==> src/rtl/tx_resp_arbiter.sv <==
// Arbitrates RD / ALU / STS response producers onto the single TX FIFO write port.
// One-entry holding register per source, round-robin grant, one idle cycle after every write.
module tx_resp_arbiter #(
  parameter int DATA_WIDTH    = 8,
  parameter int ALU_OUT_WIDTH = 2*DATA_WIDTH
) (
  input  logic                     CLK,
  input  logic                     RST,
  input  logic [DATA_WIDTH-1:0]    RD_DATA,
  input  logic                     RD_DATA_VALID,
  input  logic [ALU_OUT_WIDTH-1:0] ALU_OUT,
  input  logic                     ALU_OUT_VALID,
  input  logic [DATA_WIDTH-1:0]    STS_DATA,
  input  logic                     STS_VALID,
  input  logic                     FIFO_FULL,
  output logic [DATA_WIDTH-1:0]    WR_DATA,
  output logic                     W_INC,
  output logic [2:0]               PEND,
  output logic [2:0]               OVF,
  input  logic                     OVF_CLR,
  output logic                     BUSY
);

  localparam logic [1:0] SRC_RD  = 2'd0;
  localparam logic [1:0] SRC_ALU = 2'd1;
  localparam logic [1:0] SRC_STS = 2'd2;

  typedef enum logic [1:0] {IDLE, SEND, GAP} state_e;

  state_e                   state_q, state_d;
  logic [1:0]               grant_q, grant_d;
  logic [1:0]               last_q, last_d;
  logic                     idx_q, idx_d;
  logic [2:0]               pend_q, pend_d;
  logic [2:0]               ovf_q, ovf_d;
  logic [DATA_WIDTH-1:0]    wr_data_q, wr_data_d;
  logic                     w_inc_q, w_inc_d;
  logic [DATA_WIDTH-1:0]    hold_rd_q, hold_sts_q;
  logic [ALU_OUT_WIDTH-1:0] hold_alu_q;

  logic [2:0]            vld, load, pend_clr;
  logic [1:0]            pick, cand;
  logic                  found, last_byte, write_go;
  logic [DATA_WIDTH-1:0] sel_byte;

  function automatic logic [1:0] nxt(input logic [1:0] s);
    return (s == SRC_STS) ? SRC_RD : s + 2'd1;
  endfunction

  // First pending source strictly after the last grant, cyclic RD->ALU->STS.
  always_comb begin
    pick  = last_q;
    found = 1'b0;
    cand  = last_q;
    for (int k = 0; k < 3; k++) begin
      cand = nxt(cand);
      if (!found && pend_q[cand]) begin
        pick  = cand;
        found = 1'b1;
      end
    end
  end

  always_comb begin
    case (grant_q)
      SRC_ALU: sel_byte = idx_q ? hold_alu_q[ALU_OUT_WIDTH-1:DATA_WIDTH]
                                : hold_alu_q[DATA_WIDTH-1:0];
      SRC_STS: sel_byte = hold_sts_q;
      default: sel_byte = hold_rd_q;
    endcase
  end

  assign last_byte = (grant_q != SRC_ALU) || idx_q;
  assign write_go  = (state_q == SEND) && !FIFO_FULL;
  assign pend_clr  = (write_go && last_byte) ? (3'b001 << grant_q) : 3'b000;

  // A new strobe may reuse a slot freed on the same edge; otherwise it overflows.
  assign vld    = {STS_VALID, ALU_OUT_VALID, RD_DATA_VALID};
  assign load   = vld & (~pend_q | pend_clr);
  assign pend_d = (pend_q & ~pend_clr) | load;
  assign ovf_d  = (OVF_CLR ? 3'b000 : ovf_q) | (vld & ~load);

  always_comb begin
    state_d   = state_q;
    grant_d   = grant_q;
    last_d    = last_q;
    idx_d     = idx_q;
    wr_data_d = wr_data_q;
    w_inc_d   = 1'b0;
    case (state_q)
      IDLE: if (found) begin
        grant_d = pick;
        last_d  = pick;
        idx_d   = 1'b0;
        state_d = SEND;
      end
      SEND: if (!FIFO_FULL) begin
        w_inc_d   = 1'b1;
        wr_data_d = sel_byte;
        state_d   = GAP;
      end
      GAP: begin
        if (grant_q == SRC_ALU && !idx_q) begin
          idx_d   = 1'b1;
          state_d = SEND;
        end else begin
          state_d = IDLE;
        end
      end
      default: state_d = IDLE;
    endcase
  end

  always_ff @(posedge CLK or negedge RST) begin
    if (!RST) begin
      state_q   <= IDLE;
      grant_q   <= SRC_RD;
      last_q    <= SRC_STS;
      idx_q     <= 1'b0;
      pend_q    <= '0;
      ovf_q     <= '0;
      wr_data_q <= '0;
      w_inc_q   <= 1'b0;
    end else begin
      state_q   <= state_d;
      grant_q   <= grant_d;
      last_q    <= last_d;
      idx_q     <= idx_d;
      pend_q    <= pend_d;
      ovf_q     <= ovf_d;
      wr_data_q <= wr_data_d;
      w_inc_q   <= w_inc_d;
    end
  end

  // Holding data is qualified by PEND, so it needs no reset.
  always_ff @(posedge CLK) begin
    if (load[0]) hold_rd_q  <= RD_DATA;
    if (load[1]) hold_alu_q <= ALU_OUT;
    if (load[2]) hold_sts_q <= STS_DATA;
  end

  assign WR_DATA = wr_data_q;
  assign W_INC   = w_inc_q;
  assign PEND    = pend_q;
  assign OVF     = ovf_q;
  assign BUSY    = (state_q != IDLE) || (|pend_q);

endmodule

==> config.mk <==
export PLATFORM = sky130hd
export DESIGN_NAME = tx_resp_arbiter
export DESIGN_NICKNAME = d
export VERILOG_FILES = /design/src/rtl/tx_resp_arbiter.sv
export SDC_FILE = /design/constraint.sdc
export NUM_CORES = 1
export LEC_CHECK = 0
export BUFFER_PORTS_ARGS = -buffer_cell sky130_fd_sc_hd__buf_4
export CAP_MARGIN = 20
export CORE_MARGIN = 2
export CORE_UTILIZATION = 30
export CTS_CLUSTER_SIZE = 30
export DETAILED_ROUTE_END_ITERATION = 10
export MAX_ROUTING_LAYER = met4
export SLEW_MARGIN = 20
export SYNTH_ARGS = -nofsm -noshare
export SYNTH_HDL_FRONTEND = slang
export SYNTH_SLANG_ARGS = --single-unit
==> constraint.sdc <==
create_clock -name CLK -period 3.7 [get_ports CLK]
set_clock_uncertainty 0.15 [all_clocks]
set_input_delay 0.185 -clock CLK [delete_from_list [all_inputs] [get_ports CLK]]
set_output_delay 0.185 -clock CLK [all_outputs]
set_load 0.01 [all_outputs]
==> flow_summary.yaml <==
run_status:
  run_status: "complete, no violations"
critical_path:
  cp-start-kind: "input port"
  cp_cell_sequence: "dlygate4sd3_1 > buf_4 > nand3b_4 > inv_2 > nand3_1 > a21oi_2"
  worstPathArrival_ns: 2.20
  cp.depth: 6
  endpoint_kind: "flop"
  critical_path_class: "input port to flop"
  crit_buf_inv: 3
  crit_required_ns: 3.47
  critPathSlowestCell: "a21oi_2"
  critPathTopFamily: "buffers and inverters"
  cpPeakStageDelay_ns: 0.75
  worstPathMaxFanout: 16
  reg2regPathDepth: 4
final_layout:
  drive_above_1_share_pct: 33.6
  fin_util_pct: 44.0
  fin_area_um2: 3140
  n_antenna_cell: 0
  syn_to_final_growth_pct: 44.6
  nFillCells: 688
  mostFrequentLayoutCell: "buf_4"
  mostFrequentLayoutCells: "buf_4 (54), dlygate4sd3_1 (39), edfxtp_1 (32)"
  fin_nets: 285
grt:
  grt_overflow: 0
  grt_pass1_wl_um: 7480
  grt_pass1_vias: 1585
  antenna_found_initial: 0
  groute.usage.overall_pct: 13.2
  grt_max_degree: 22
clocking:
  cts_setup_buffers: 0
  cts_buffers: 5
  clockBufferDepth: 2
  h-tree-depth: 2
  insertion_delay_ns: 0.30
  cts-resized-gates: 0
  cts_tree: "built"
  clockRootBuffer: "clkbuf_8"
  clk_pin_slew_worst_paths_ns: 0.09
  cts.sink_count: 53
power_and_ir_drop:
  comb_power_share_pct: 35.5
  swShare_pct: 33.0
  p_clk_share_pct: 17.3
  ir_drop_mv: 0.227
  power.internal_mw: 1.19
  p_leak_nw: 1.32
  power_density_nw_per_um2: 567
  seqPwrFrac_pct: 47.3
  p_sw_mw: 0.589
die:
  die_area_um2: 7940
  dieHeight_um: 89.1
  fp.coreArea_um2: 7140
  dieWidth_um: 89.1
  pin_count: 55
  rows: 31
  initial_core_util_pct: 30.4
synthesis:
  ys_ff_latch: 53
  synth_seq_area_share_pct: 68.5
  synth_area_um2: 2170
  netlist.area_leader.share_pct: 44.2
  syn_nets: 190
  synth_warnings: 0
  yosys.area.top_type: "edfxtp_1"
  synth_area_per_cell_um2: 14.7
  ys_types: 32
  synth.area.top_cells: "edfxtp_1 (44%), dfrtp_1 (23%), mux2_4 (4.8%)"
  synthCells: 148
sta:
  slew-limit-headroom_pct: 37.8
  fmax_mhz: 412
  hold_violations: 0
  period_share_pct: 65.6
  setup_viol_count_final: 0
  min_period_ns: 2.43
  rsz0062_at_grt: "no"
  worst_slack_ns: 1.27
  worstMarginPinSlew_ns: 0.933
  setup_tns_ns: 0
  drv_slew: 0
placement:
  post-dp-hpwl_um: 3250
  gp_congestion: 0.710
  place_ws_ns: 1.23
  port_buffers: 54
  placed_cell_area_um2: 2670
routing:
  route.antenna.remaining_nets: 0
  drt-wirelength-per-cell_um: 13.4
  top_layer: "met4"
  routed-wl-met2_um: 2340
  met3_wirelength_um: 195
  drt_iter0_markers: 96
  route.vias.total: 1480
  dr.pass1.iters: 4
  drcViolationCount: 0
  drt-met1-wl_um: 1970
  postRouteWirelength_um: 4590
  vias_per_cell: 4.31
hold_path:
  holdCritPathClass: "input port to asynchronous set/reset pin"
run:
  maxCapViolCount: 0
-- worst reg2reg max path, delay by kind of cell, from the launching register on --
family / cells / cell delay (ns)
fa+ha+maj: 1 / 0.45
compound gates: 1 / 0.75
buf+inv: 1 / 0.08
simple gates: 1 / 0.20
flops: 1 / 0.41
-- cells by family (layout without fill, tap and decap cells) --
family	Yosys count	after routing	synth area share (%)
DFF	53	53	68.5
AOI/OAI and AO/OA	47	47	15.1
and+or+nand+nor	20	20	5.59
buffers and inverters	17	113	3.69
muxes	8	8	5.36
adders and majority gates	3	3	1.73
-- Yosys cell counts (all sizes together) --
| cell | number |
|---|---|
| buf | 3 |
| o21a | 2 |
| or2 | 2 |
| clkbuf | 2 |
| ha | 3 |
| nand3b | 1 |
| nor2 | 1 |
| edfxtp | 32 |
| o22ai | 1 |
| o21ai | 11 |
| nor3 | 3 |
| a31oi | 2 |
| dfstp | 1 |
| nand3 | 1 |
| a21oi | 12 |
| nor2b | 3 |
| a311o | 1 |
| a21o | 8 |
| o211ai | 1 |
| inv | 12 |
| a22oi | 8 |
| nand2b | 1 |
| o21bai | 1 |
| mux2 | 8 |
| nand2 | 8 |
| dfrtp | 20 |
-- state kept, by name, summed over array words and instances, names as in the netlist --
signal / cells
OVF: 3
PEND: 3
WR_DATA: 8
W_INC: 1
grant_q: 2
hold_alu_q: 16
hold_rd_q: 8
hold_sts_q: 8
idx_q: 1
last_q: 1
state_q: 2
-- stage by stage --
| step | power, mW | hold WS [ns] | std cells |
|---|---|---|---|
| 2_1_floorplan | 1.25 | -0.261 | 148 |
| 3_3_place_gp | 1.45 | -0.0614 | 296 |
| 3_5_place_dp | 1.46 | -0.0576 | 296 |
| 4_1_cts | 1.80 | 0.152 | 343 |
| 5_1_grt | 1.91 | 0.173 | 343 |
| 6_report | 1.78 | 0.149 | 343 |
-- final cells by class --
| type | instances | area [um2] | share of cell area (%) |
|---|---|---|---|
| Sequential cell | 53 | 1490 | 47.4 |
| Timing Repair Buffer | 93 | 796 | 25.3 |
| Multi-Input combinational cell | 78 | 608 | 19.4 |
| Tap cell | 99 | 124 | 3.94 |
| Clock buffer | 7 | 76.3 | 2.43 |
| Inverter | 12 | 45.0 | 1.43 |
| Clock inverter | 1 | 5.00 | 0.159 |
-- final timing paths --
path	start	slack [ns]	end
min	RST	0.15	state_q[1]
max	FIFO_FULL	1.27	hold_alu_q[15]
max reg2reg	grant_q[1]	1.27	hold_alu_q[15]
max in group asynchronous	RST	2.98	last_q[1]
min reg2reg	WR_DATA[0]	0.34	WR_DATA[0]
min in group CLK	WR_DATA[0]	0.34	WR_DATA[0]
-- layer usage --
layer,vias to the layer above,track usage (%)
met5,-,-
met4,0,5.02
met3,10,3.32
met2,33,22.0
met1,707,15.3
li1,730,-
-- power groups by stage --
stage	Clock, mW	Combinational, mW	Sequential, mW
CTS	0.318	0.639	0.846
global placement	0	0.593	0.857
floorplan	0	0.407	0.844
global route	0.348	0.704	0.858
detailed placement	0	0.601	0.860
finish	0.308	0.632	0.842
-- repair_timing --
action | 4_1_cts | 5_1_grt
hold buffers | 39 | 0
hold endpoints to repair | 60 | 0
setup endpoints to repair | 0 | 0
Note: power is estimated with default switching activity, not from simulation.
